===== config.mk =====
export PLATFORM = sky130hd
export DESIGN_NAME = bcd_display_ctrl
export DESIGN_NICKNAME = d
export VERILOG_FILES = /design/src/rtl/bcd_display_ctrl_pkg.sv /design/src/rtl/bcd_display_ctrl_b8bcd.sv /design/src/rtl/bcd_display_ctrl.sv
export SDC_FILE = /design/constraint.sdc
export NUM_CORES = 1
export LEC_CHECK = 0
export CELL_PAD_IN_SITES_DETAIL_PLACEMENT = 0
export CELL_PAD_IN_SITES_GLOBAL_PLACEMENT = 2
export CORE_UTILIZATION = 37
export DETAILED_ROUTE_END_ITERATION = 12
export PLACE_DENSITY = 0.83
export SLEW_MARGIN = 15
export SYNTH_ARGS = -nofsm -noshare
export SYNTH_HDL_FRONTEND = slang
export SYNTH_SLANG_ARGS = --single-unit

===== constraint.sdc =====
create_clock -name clk -period 7.1 [get_ports clk]
set_clock_uncertainty 0.05 [all_clocks]
set_input_delay 1.42 -clock clk [delete_from_list [all_inputs] [get_ports clk]]
set_output_delay 1.42 -clock clk [all_outputs]
set_load 0.05 [all_outputs]

===== src/rtl/bcd_display_ctrl_pkg.sv =====
// Shared definitions for the front-panel display controller: FSM states,
// digit count and the 7-segment code table (active-low, {g,f,e,d,c,b,a}).
package bcd_display_pkg;

  typedef enum logic [1:0] {
    S_IDLE   = 2'd0,
    S_CONV_T = 2'd1,
    S_CONV_S = 2'd2,
    S_DONE   = 2'd3
  } state_e;

  localparam int NUM_DIGITS = 6;

  typedef struct packed {
    logic [3:0] hund;
    logic [3:0] tens;
    logic [3:0] units;
  } bcd3_t;

  localparam logic [6:0] SEG_0     = 7'h40;
  localparam logic [6:0] SEG_1     = 7'h79;
  localparam logic [6:0] SEG_2     = 7'h24;
  localparam logic [6:0] SEG_3     = 7'h30;
  localparam logic [6:0] SEG_4     = 7'h19;
  localparam logic [6:0] SEG_5     = 7'h12;
  localparam logic [6:0] SEG_6     = 7'h02;
  localparam logic [6:0] SEG_7     = 7'h78;
  localparam logic [6:0] SEG_8     = 7'h00;
  localparam logic [6:0] SEG_9     = 7'h10;
  localparam logic [6:0] SEG_BLANK = 7'h7F;

  // Non-decimal nibbles cannot come out of the converter; they blank anyway.
  function automatic logic [6:0] bcd_to_seg(input logic [3:0] nib);
    case (nib)
      4'd0:    return SEG_0;
      4'd1:    return SEG_1;
      4'd2:    return SEG_2;
      4'd3:    return SEG_3;
      4'd4:    return SEG_4;
      4'd5:    return SEG_5;
      4'd6:    return SEG_6;
      4'd7:    return SEG_7;
      4'd8:    return SEG_8;
      4'd9:    return SEG_9;
      default: return SEG_BLANK;
    endcase
  endfunction

endpackage


===== src/rtl/bcd_display_ctrl_b8bcd.sv =====
// 8-bit binary to 3-digit BCD converter (combinational shift-and-add-3).
module b8bcd (
  input  logic [7:0]  i_bin,
  output logic [11:0] o_bcd
);

  logic [19:0] w_shift;

  // NOTE: every variable written in always_comb gets a default first, so no
  // path through the block can leave it unassigned and infer a latch.
  always_comb begin
    w_shift = {12'd0, i_bin};
    for (int i = 0; i < 8; i++) begin
      if (w_shift[11:8]  >= 4'd5) w_shift[11:8]  = w_shift[11:8]  + 4'd3;
      if (w_shift[15:12] >= 4'd5) w_shift[15:12] = w_shift[15:12] + 4'd3;
      if (w_shift[19:16] >= 4'd5) w_shift[19:16] = w_shift[19:16] + 4'd3;
      w_shift = w_shift << 1;
    end
    o_bcd = w_shift[19:8];
  end

endmodule


===== src/rtl/bcd_display_ctrl.sv =====
// Front-panel display controller: converts temperature and setpoint through
// one shared b8bcd, double-buffers the BCD pair and scans a 6-digit display.
module bcd_display_ctrl
  import bcd_display_pkg::*;
#(
  parameter int REFRESH_DIV    = 50000,
  parameter bit SEG_ACTIVE_LOW = 1'b1
) (
  input  logic       clk,
  input  logic       rst,
  input  logic [7:0] temp_in,
  input  logic [7:0] setp_in,
  input  logic       upd,
  output logic       busy,
  output logic       done,
  output logic [5:0] an,
  output logic [6:0] seg
);

  localparam int              CNT_W    = (REFRESH_DIV > 1) ? $clog2(REFRESH_DIV) : 1;
  localparam logic [CNT_W-1:0] CNT_LAST = CNT_W'(REFRESH_DIV - 1);
  localparam logic [2:0]       IDX_LAST = 3'(NUM_DIGITS - 1);

  state_e     r_state;
  state_e     w_state_next;
  logic [7:0] r_shadow_t;
  logic [7:0] r_shadow_s;
  bcd3_t      r_bcd_t;
  bcd3_t      r_bcd_s;
  bcd3_t      r_disp_t;
  bcd3_t      r_disp_s;
  logic       r_done;

  logic [7:0] w_conv_in;
  bcd3_t      w_conv_out;

  logic [CNT_W-1:0] r_refresh_cnt;
  logic [2:0]       r_digit_idx;
  logic [5:0]       r_an_n;
  logic [6:0]       r_seg_n;
  logic             w_tick;
  logic [2:0]       w_idx_next;
  logic [2:0]       w_slot;
  bcd3_t            w_val;
  logic [6:0]       w_slot_seg;

  // ---------------- conversion sequencer ----------------
  // NOTE: clocked state uses non-blocking assignments so every register
  // samples pre-edge values regardless of statement or process order.
  always_ff @(posedge clk) begin
    if (rst) r_state <= S_IDLE;
    else     r_state <= w_state_next;
  end

  always_comb begin
    w_state_next = r_state;
    unique case (r_state)
      S_IDLE:   if (upd) w_state_next = S_CONV_T;
      S_CONV_T: w_state_next = S_CONV_S;
      S_CONV_S: w_state_next = S_DONE;
      S_DONE:   w_state_next = S_IDLE;
      default:  w_state_next = S_IDLE;
    endcase
  end

  always_comb begin
    unique case (r_state)
      S_CONV_T: w_conv_in = r_shadow_t;
      S_CONV_S: w_conv_in = r_shadow_s;
      default:  w_conv_in = 8'd0;
    endcase
  end

  b8bcd u_conv (
    .i_bin (w_conv_in),
    .o_bcd (w_conv_out)
  );

  // Display pair is copied on a single edge so the scan never sees a mix.
  always_ff @(posedge clk) begin
    if (rst) begin
      r_shadow_t <= '0;
      r_shadow_s <= '0;
      r_bcd_t    <= '0;
      r_bcd_s    <= '0;
      r_disp_t   <= '0;
      r_disp_s   <= '0;
      r_done     <= 1'b0;
    end else begin
      r_done <= (r_state == S_DONE);
      unique case (r_state)
        S_IDLE: begin
          if (upd) begin
            r_shadow_t <= temp_in;
            r_shadow_s <= setp_in;
          end
        end
        S_CONV_T: r_bcd_t <= w_conv_out;
        S_CONV_S: r_bcd_s <= w_conv_out;
        S_DONE: begin
          r_disp_t <= r_bcd_t;
          r_disp_s <= r_bcd_s;
        end
        default: ;
      endcase
    end
  end

  // ---------------- digit scan ----------------
  assign w_tick     = (r_refresh_cnt == CNT_LAST);
  assign w_idx_next = (r_digit_idx == IDX_LAST) ? 3'd0 : r_digit_idx + 3'd1;

  always_comb begin
    if (w_idx_next < 3'd3) begin
      w_val  = r_disp_t;
      w_slot = w_idx_next;
    end else begin
      w_val  = r_disp_s;
      w_slot = w_idx_next - 3'd3;
    end
    unique case (w_slot)
      3'd0:    w_slot_seg = bcd_to_seg(w_val.units);
      3'd1:    w_slot_seg = (w_val.hund == 4'd0 && w_val.tens == 4'd0) ? SEG_BLANK
                                                                      : bcd_to_seg(w_val.tens);
      3'd2:    w_slot_seg = (w_val.hund == 4'd0) ? SEG_BLANK : bcd_to_seg(w_val.hund);
      default: w_slot_seg = SEG_BLANK;
    endcase
  end

  // an/seg load with the index so the enable and its segments move together.
  always_ff @(posedge clk) begin
    if (rst) begin
      r_refresh_cnt <= '0;
      r_digit_idx   <= 3'd0;
      r_an_n        <= 6'b111110;
      r_seg_n       <= SEG_0;
    end else if (w_tick) begin
      r_refresh_cnt <= '0;
      r_digit_idx   <= w_idx_next;
      r_an_n        <= ~(6'b000001 << w_idx_next);
      r_seg_n       <= w_slot_seg;
    end else begin
      r_refresh_cnt <= r_refresh_cnt + 1'b1;
    end
  end

  assign busy = (r_state != S_IDLE);
  assign done = r_done;
  assign an   = SEG_ACTIVE_LOW ? r_an_n  : ~r_an_n;
  assign seg  = SEG_ACTIVE_LOW ? r_seg_n : ~r_seg_n;

endmodule


# Word-level counts from Yosys, hierarchy flattened
# Memory sizes are Yosys's and may differ from the RTL's.
# Index checks and enable logic that the tools add are counted.
# W data, S select, Z words.
[op_classes]
add_sub_neg = 21
mul = 0
div_mod_pow = 0
n_lt_le_gt_ge = 19
eq_ne = 8
n_shift = 1
n_mux = 27
bitwise = 1
n_reduce_logical = 8
[ops]
columns = ["operator", "count"]
rows = [
  ["$ge A4 B3 Y1 const B", 15],
  ["$mux W4", 12],
  ["$add A4 B2 Y4 const B", 11],
  ["$mux W3", 8],
  ["$pmux W7 S3", 1],
  ["$add A16 B1 Y16 const B", 1],
  ["$eq A16 B16 Y1 const B", 1],
  ["$pmux W8 S2", 1],
  ["$mux W7", 2],
  ["$add A3 B2 Y3 const B", 4],
  ["$mux W12", 1],
  ["$logic_not A4 Y1", 2],
  ["$pmux W2 S4", 1],
  ["$add A1 B2 Y3 const B", 2],
  ["$ge A1 B3 Y1 const B", 2],
  ["$not A6 Y6", 1],
  ["$shl A1 B3 Y6 const A", 1],
  ["$eq A2 B2 Y1 const B", 2],
  ["$add A1 B2 Y3 const AB", 1],
  ["$add A3 B1 Y3 const B", 1],
  ["$eq A3 B1 Y1 const B", 1],
  ["$eq A3 B2 Y1 const B", 1],
  ["$eq A3 B3 Y1 const B", 1],
  ["$ge A1 B3 Y1 const AB", 1],
  ["other kinds (11)", 11],
]
[word_totals]
reg_bits = 99
latchBits = 0
mem_bits_rw = 0
mem_bits_ro = 336
input_bits = 19
out_inout_bits = 15
word_cells = 108
mem_count = 3
[mem_list]
columns = ["memory", "depth", "width", "read_ports", "rd_clocked_by_memory_dff", "wr", "line_no", "text"]
rows = [
  ["(no name shown)", 16, 7, 1, 0, 0, "bcd_display_ctrl_pkg.sv:34", "case (nib)"],
  ["(no name shown)", 16, 7, 1, 0, 0, "bcd_display_ctrl_pkg.sv:34", ""],
  ["(no name shown)", 16, 7, 1, 0, 0, "bcd_display_ctrl_pkg.sv:34", ""],
]

# Logic depth before layout (Yosys ltp)
[logic_depth]
word_depth = 16
mapped_depth = 29
depth_no_buf = 28

# Modules after synthesis
# A second synthesis with hierarchy kept.
[unflattened]
cells_unflattened = 744
area_unflattened_um2 = 6119.6
[modules_own_cells]
columns = ["module", "instances", "cells_per_inst", "area_per_inst_um2", "seq_area_each_um2"]
rows = [
  ["bcd_display_ctrl", 1, 610, 5149.9, 1981.9],
  ["b8bcd", 1, 134, 969.7, 0.0],
]

# Least setup slack after synthesis
# Ideal clock, no wire load.
[synth_path]
path_kind = "reg-to-reg"
start = "reg r_state[0]"
end = "reg r_bcd_s[4] in the netlist's numbering"
setup_time_ns = 0.079
arrival_time_ns = 5.343
t_required_ns = 6.971
setup_slack_ns = 1.628
stages_incl_launch_ff = 28
path_buffers = 1
synth_period_minus_slack_ns = 5.472
path_cell_list = "dfxtp_1 inv_1 ha_1 buf_6 a22oi_1 nand2b_1 ha_1 inv_1 ha_1 a31oi_4 xor2_1 inv_1 ha_1 o211ai_2 and2_1 ha_1 inv_1 a32o_1 a31oi_1 inv_1 ha_1 o211a_1 nor3_1 ha_1 nand2b_1 or3b_1 mux2_2 a211oi_2"
[synth_between]
elab_chain_cells = 16
elab_cells_between_ends = 24
classes_between = "add/sub (7); order compare (7); eq/ne (2); mux (8)"
[synth_rtl]
columns = ["item", "line_no", "text"]
rows = [
  ["start, declared", "bcd_display_ctrl.sv:24", "state_e r_state;"],
  ["start signal, assigned", "bcd_display_ctrl.sv:52", "else r_state <= w_state_next;"],
  ["$eq A2 B2 Y1 or $eq A2 B1 Y1 (tied branches)", "bcd_display_ctrl.sv:67, bcd_display_ctrl.sv:91", ""],
  ["$pmux W8 S2", "bcd_display_ctrl.sv:67", "unique case (r_state)"],
  ["$ge A1 B3 Y1 or $add A1 B2 Y3 (tied branches)", "bcd_display_ctrl_b8bcd.sv:14", "if (w_shift[11:8] >= 4'd5) w_shift[11:8] = w_shift[11:8] + 4'd3;"],
  ["$mux W3", "bcd_display_ctrl_b8bcd.sv:14", ""],
  ["$add A4 B2 Y4 or $ge A4 B3 Y1 (tied branches)", "bcd_display_ctrl_b8bcd.sv:14", ""],
  ["$mux W4", "bcd_display_ctrl_b8bcd.sv:14", ""],
  ["$add A4 B2 Y4 or $ge A4 B3 Y1 (tied branches)", "bcd_display_ctrl_b8bcd.sv:14", ""],
  ["$mux W4", "bcd_display_ctrl_b8bcd.sv:14", ""],
  ["$ge A4 B3 Y1 or $add A4 B2 Y4 (tied branches)", "bcd_display_ctrl_b8bcd.sv:14", ""],
  ["$mux W4", "bcd_display_ctrl_b8bcd.sv:14", ""],
  ["$add A4 B2 Y4 or $ge A4 B3 Y1 (tied branches)", "bcd_display_ctrl_b8bcd.sv:14", ""],
  ["$mux W4", "bcd_display_ctrl_b8bcd.sv:14", ""],
  ["$add A4 B2 Y4 or $ge A4 B3 Y1 (tied branches)", "bcd_display_ctrl_b8bcd.sv:14", ""],
  ["$mux W4", "bcd_display_ctrl_b8bcd.sv:14", ""],
  ["$add A4 B2 Y4 or $ge A4 B3 Y1 (tied branches)", "bcd_display_ctrl_b8bcd.sv:14", ""],
  ["$mux W4", "bcd_display_ctrl_b8bcd.sv:14", ""],
  ["end signal, assigned", "bcd_display_ctrl.sv:99", "S_CONV_S: r_bcd_s <= w_conv_out;"],
  ["end, declared", "bcd_display_ctrl.sv:29", "bcd3_t r_bcd_s;"],
]
# Parallel ways exist; a longest one is shown, timed or not.
# A chain may end at the register's enable or synchronous reset.

# Worst setup path after layout
[layout_path]
start = "reg r_state[0]"
end = "reg r_bcd_t[4] in the netlist's numbering"
[layout_between]
elab_chain_cells = 16
elab_cells_between_ends = 24
classes_between = "add/sub (7); order compare (7); eq/ne (2); mux (8)"
[layout_rtl]
columns = ["item", "line_no", "text"]
rows = [
  ["$eq A2 B2 Y1 or $eq A2 B1 Y1 (tied branches)", "bcd_display_ctrl.sv:67, bcd_display_ctrl.sv:91", ""],
  ["$pmux W8 S2", "bcd_display_ctrl.sv:67", ""],
  ["$ge A1 B3 Y1 or $add A1 B2 Y3 (tied branches)", "bcd_display_ctrl_b8bcd.sv:14", ""],
  ["$mux W3", "bcd_display_ctrl_b8bcd.sv:14", ""],
  ["$add A4 B2 Y4 or $ge A4 B3 Y1 (tied branches)", "bcd_display_ctrl_b8bcd.sv:14", ""],
  ["$mux W4", "bcd_display_ctrl_b8bcd.sv:14", ""],
  ["$add A4 B2 Y4 or $ge A4 B3 Y1 (tied branches)", "bcd_display_ctrl_b8bcd.sv:14", ""],
  ["$mux W4", "bcd_display_ctrl_b8bcd.sv:14", ""],
  ["$ge A4 B3 Y1 or $add A4 B2 Y4 (tied branches)", "bcd_display_ctrl_b8bcd.sv:14", ""],
  ["$mux W4", "bcd_display_ctrl_b8bcd.sv:14", ""],
  ["$add A4 B2 Y4 or $ge A4 B3 Y1 (tied branches)", "bcd_display_ctrl_b8bcd.sv:14", ""],
  ["$mux W4", "bcd_display_ctrl_b8bcd.sv:14", ""],
  ["$add A4 B2 Y4 or $ge A4 B3 Y1 (tied branches)", "bcd_display_ctrl_b8bcd.sv:14", ""],
  ["$mux W4", "bcd_display_ctrl_b8bcd.sv:14", ""],
  ["$add A4 B2 Y4 or $ge A4 B3 Y1 (tied branches)", "bcd_display_ctrl_b8bcd.sv:14", ""],
  ["$mux W4", "bcd_display_ctrl_b8bcd.sv:14", ""],
  ["end signal, assigned", "bcd_display_ctrl.sv:98", "S_CONV_T: r_bcd_t <= w_conv_out;"],
  ["end, declared", "bcd_display_ctrl.sv:28", "bcd3_t r_bcd_t;"],
]
# Parallel ways exist; a longest one is shown, timed or not.

==> flow_summary.ini <==
[outcome]
status = finished, final reports clean

[sta]
maxSlewViolCount = 0
max_slew_margin_pct = 26.65
worst_pin_slew_ns = 1.073
post-route-period-util_pct = 85.56
fmax_mhz = 164.6
period_minus_slack_ns = 6.075
hold_viol = 0
tns_ns = 0
rsz0062_at_grt = false
setup_viol = 0
hold_slack_ns = 0.4101
worst_slack_ns = 1.025

[global_routing]
grt_remaining_overflow = 0
grt_pass1_wl_microns = 19480
grt_usage_pct = 16.69
antenna_found_initial = 0
grt_pass1_vias = 4101
grt_max_degree = 45

[clock_tree]
clockRootBuffer = clkbuf_16
cts_sinks = 91
htree_num_levels = 3
postCtsHoldBufs = 0
post-cts-setup-buffers = 0
clkSlewWorstSetupHoldPaths_ns = 0.06
clockBufferDepth = 2
cts_buffers = 9
post_cts_resize_count = 0
clk-insertion-delay-late_ns = 0.35
tritoncts = yes

[routing]
remaining_drc_errors = 0
num_vias = 4309
routed_wl_microns = 11320
firstDrtPassIters = 4
wl_per_cell_microns = 13.77
drt-initial-drc-count = 182
viasPerCell = 5.242
ant_nets = 0

[floorplan]
core_sq_um = 13880
pin_count = 34
die_y_microns = 121.2
die_area_sq_um = 14680
start_util_pct = 37.86
num_rows = 43
die_w_microns = 121.2

[synth]
synth-compound-area-share_pct = 21.95
synth-seq-cells = 91
synth_simple_gate_area_share_pct = 19.14
synth.mux.area_fraction_pct = 8.786
yosys.area_share.adder_pct = 7.381
synth_area_per_cell_sq_um = 8.476
synthArstFlopShare_pct = 0
syn_nets = 670
ys_types = 71
synthCells = 620
dominantRegCellSynth = dfxtp_1
syn_area_sq_um = 5255
synth-edff-count = 0
yosysWarnings = 0
ys_seq_area_share_pct = 34.67
synth_top_family_by_area = compound AO/OA/AOI/OAI gates
synth-xor-area-share_pct = 3.476

[worst_setup_path]
required_ns = 7.32
critPathKind = flop to flop
worst_setup_path_start_kind = flop
r2r_cells = 27
end_kind = flop
cp.arrival_ns = 6.29
cp_max_fo = 27

[place]
place_ws_ns = 1.068
place_hpwl_microns = 8279
gp_congestion = 0.8202
place_inst = 806
numPortBuffers = 33

[power]
p_leak_nw = 2.295
power.total_w = 0.001506
max-vdd-ir-drop_mv = 0.2092
p_per_area_nw_per_um2 = 251.6

[cells_and_area]
final_net_count = 687
fin_cells = 822
area_growth_pct = 13.90
diodes = 0
drive_gt1_share_pct = 8.255

[hold_path]
hold_path_depth = 2
min_path_type = flop to flop

[job]
maxCapViolations = 0
## final timing paths
path / start / to / slack (ns)
worst max-delay path: r_state[0]$_SDFFE_PP0P_ / r_bcd_t[4]$_SDFFE_PP0N_ / 1.03
worst min-delay path: r_shadow_t[1]$_SDFFE_PP0P_ / r_shadow_t[1]$_SDFFE_PP0P_ / 0.41
worst max register to register: r_state[0]$_SDFFE_PP0P_ / r_bcd_t[4]$_SDFFE_PP0N_ / 1.03
worst min register to register: r_shadow_t[1]$_SDFFE_PP0P_ / r_shadow_t[1]$_SDFFE_PP0P_ / 0.41
## metal layers
metal  global-route usage, %  up-vias  share of wire, %
li1                        -     2236                 -
met1                   22.45     2025                50
met2                   26.32       42                47
met3                   4.417        6               2.6
met4                   4.321        0              0.62
met5                       0        -                 0
## critical path, stage by stage, from the launching register on
cell	delay, ns
dfxtp_1	0.38
inv_1	0.09
ha_1	0.21
buf_4	0.23
a22o_1	0.26
nand2_1	0.13
ha_1	0.17
inv_1	0.04
ha_1	0.30
a31oi_4	0.21
xor2_1	0.33
inv_1	0.08
ha_1	0.27
o211ai_2	0.30
and2_1	0.18
ha_1	0.18
inv_1	0.06
a32o_1	0.24
a31oi_1	0.25
inv_1	0.08
ha_1	0.21
o211a_1	0.25
nor3_1	0.28
ha_1	0.19
nand2b_1	0.16
or3b_1	0.35
mux2_2	0.29
a211oi_2	0.21
## cell type report
class	instances	area, sq um
Multi-Input combinational cell	469	3197
Clock inverter	5	37.54
Inverter	27	101.3
Fill cell	1388	7895
Timing Repair Buffer	39	370.4
Clock buffer	11	232.7
Tap cell	180	225.2
Sequential cell	91	1822
## flip-flops by register name, indices dropped and copies added (netlist names)
register       cells
seg                7
an                 6
r_refresh_cnt     16
done               1
r_state            2
r_shadow_t         8
r_bcd_t           10
r_disp_t          10
r_bcd_s           10
r_shadow_s         8
r_disp_s          10
r_digit_idx        3
## Yosys cell counts, types with 6 or more instances
cell      instances  share of area (%)
xor2_1           10                1.7
ha_1             31                7.4
mux2i_1          36                6.9
clkbuf_1         25                1.8
o21ai_0          28                2.7
xnor2_1           9                1.5
a211oi_1         14                2.0
a311oi_1          6                1.0
and3_1            6               0.71
nand3_1          14                1.3
inv_1            27                1.9
nor2_1           93                6.6
a31oi_1          11                1.3
a21oi_1          32                3.0
dfxtp_1          91                 35
nand2_1          51                3.6
nand2b_1         17                2.0
nor3_1           12                1.1
## cells by family after synthesis
group / Yosys count
muxes: 43
buffers and inverters: 60
DFF: 91
AOI/OAI and AO/OA: 155
adders and majority gates: 31
and+or+nand+nor: 220
xor gates and xnor gates: 20
## cell usage in the layout (no fill, tap or decap), types with 3 or more instances in the layout
master and count:
a22oi_1 4, buf_4 6, a21o_1 4, o211ai_1 3, nand2b_1 17, nand2_1 51, nand4_1 4, nor3_1 11
a311oi_1 6, mux2_2 5, ha_1 31, dfxtp_1 91, and3_1 6, a21oi_1 32, nor2b_1 5, a211o_1 3
xnor2_1 9, o21ai_0 28, a211oi_1 14, nand3b_1 4, o21a_1 3, mux2i_1 36, a22o_1 5, nor2_1 93
a31oi_1 11, o22ai_1 5, clkbuf_16 9, nand3_1 14, o21bai_1 3, nor3b_1 4, clkdlybuf4s50_1 32, a21oi_2 3
a211oi_2 5, inv_1 27, xor2_1 10
## stage by stage
stage,utilization [%],area (sq um)
CTS,43.12,5986
floorplan,-,5255
global placement,41.18,5715
global route,43.12,5986
finish,43.12,5986
detailed placement,41.18,5715
## report_power, final
group | total, W | switching [W] | internal (W)
logic | 0.000460 | 0.000291 | 0.000169
clock network | 0.000441 | 0.000202 | 0.000239
registers | 0.000605 | 0.0000375 | 0.000567
(Power assumes the default switching activity.)
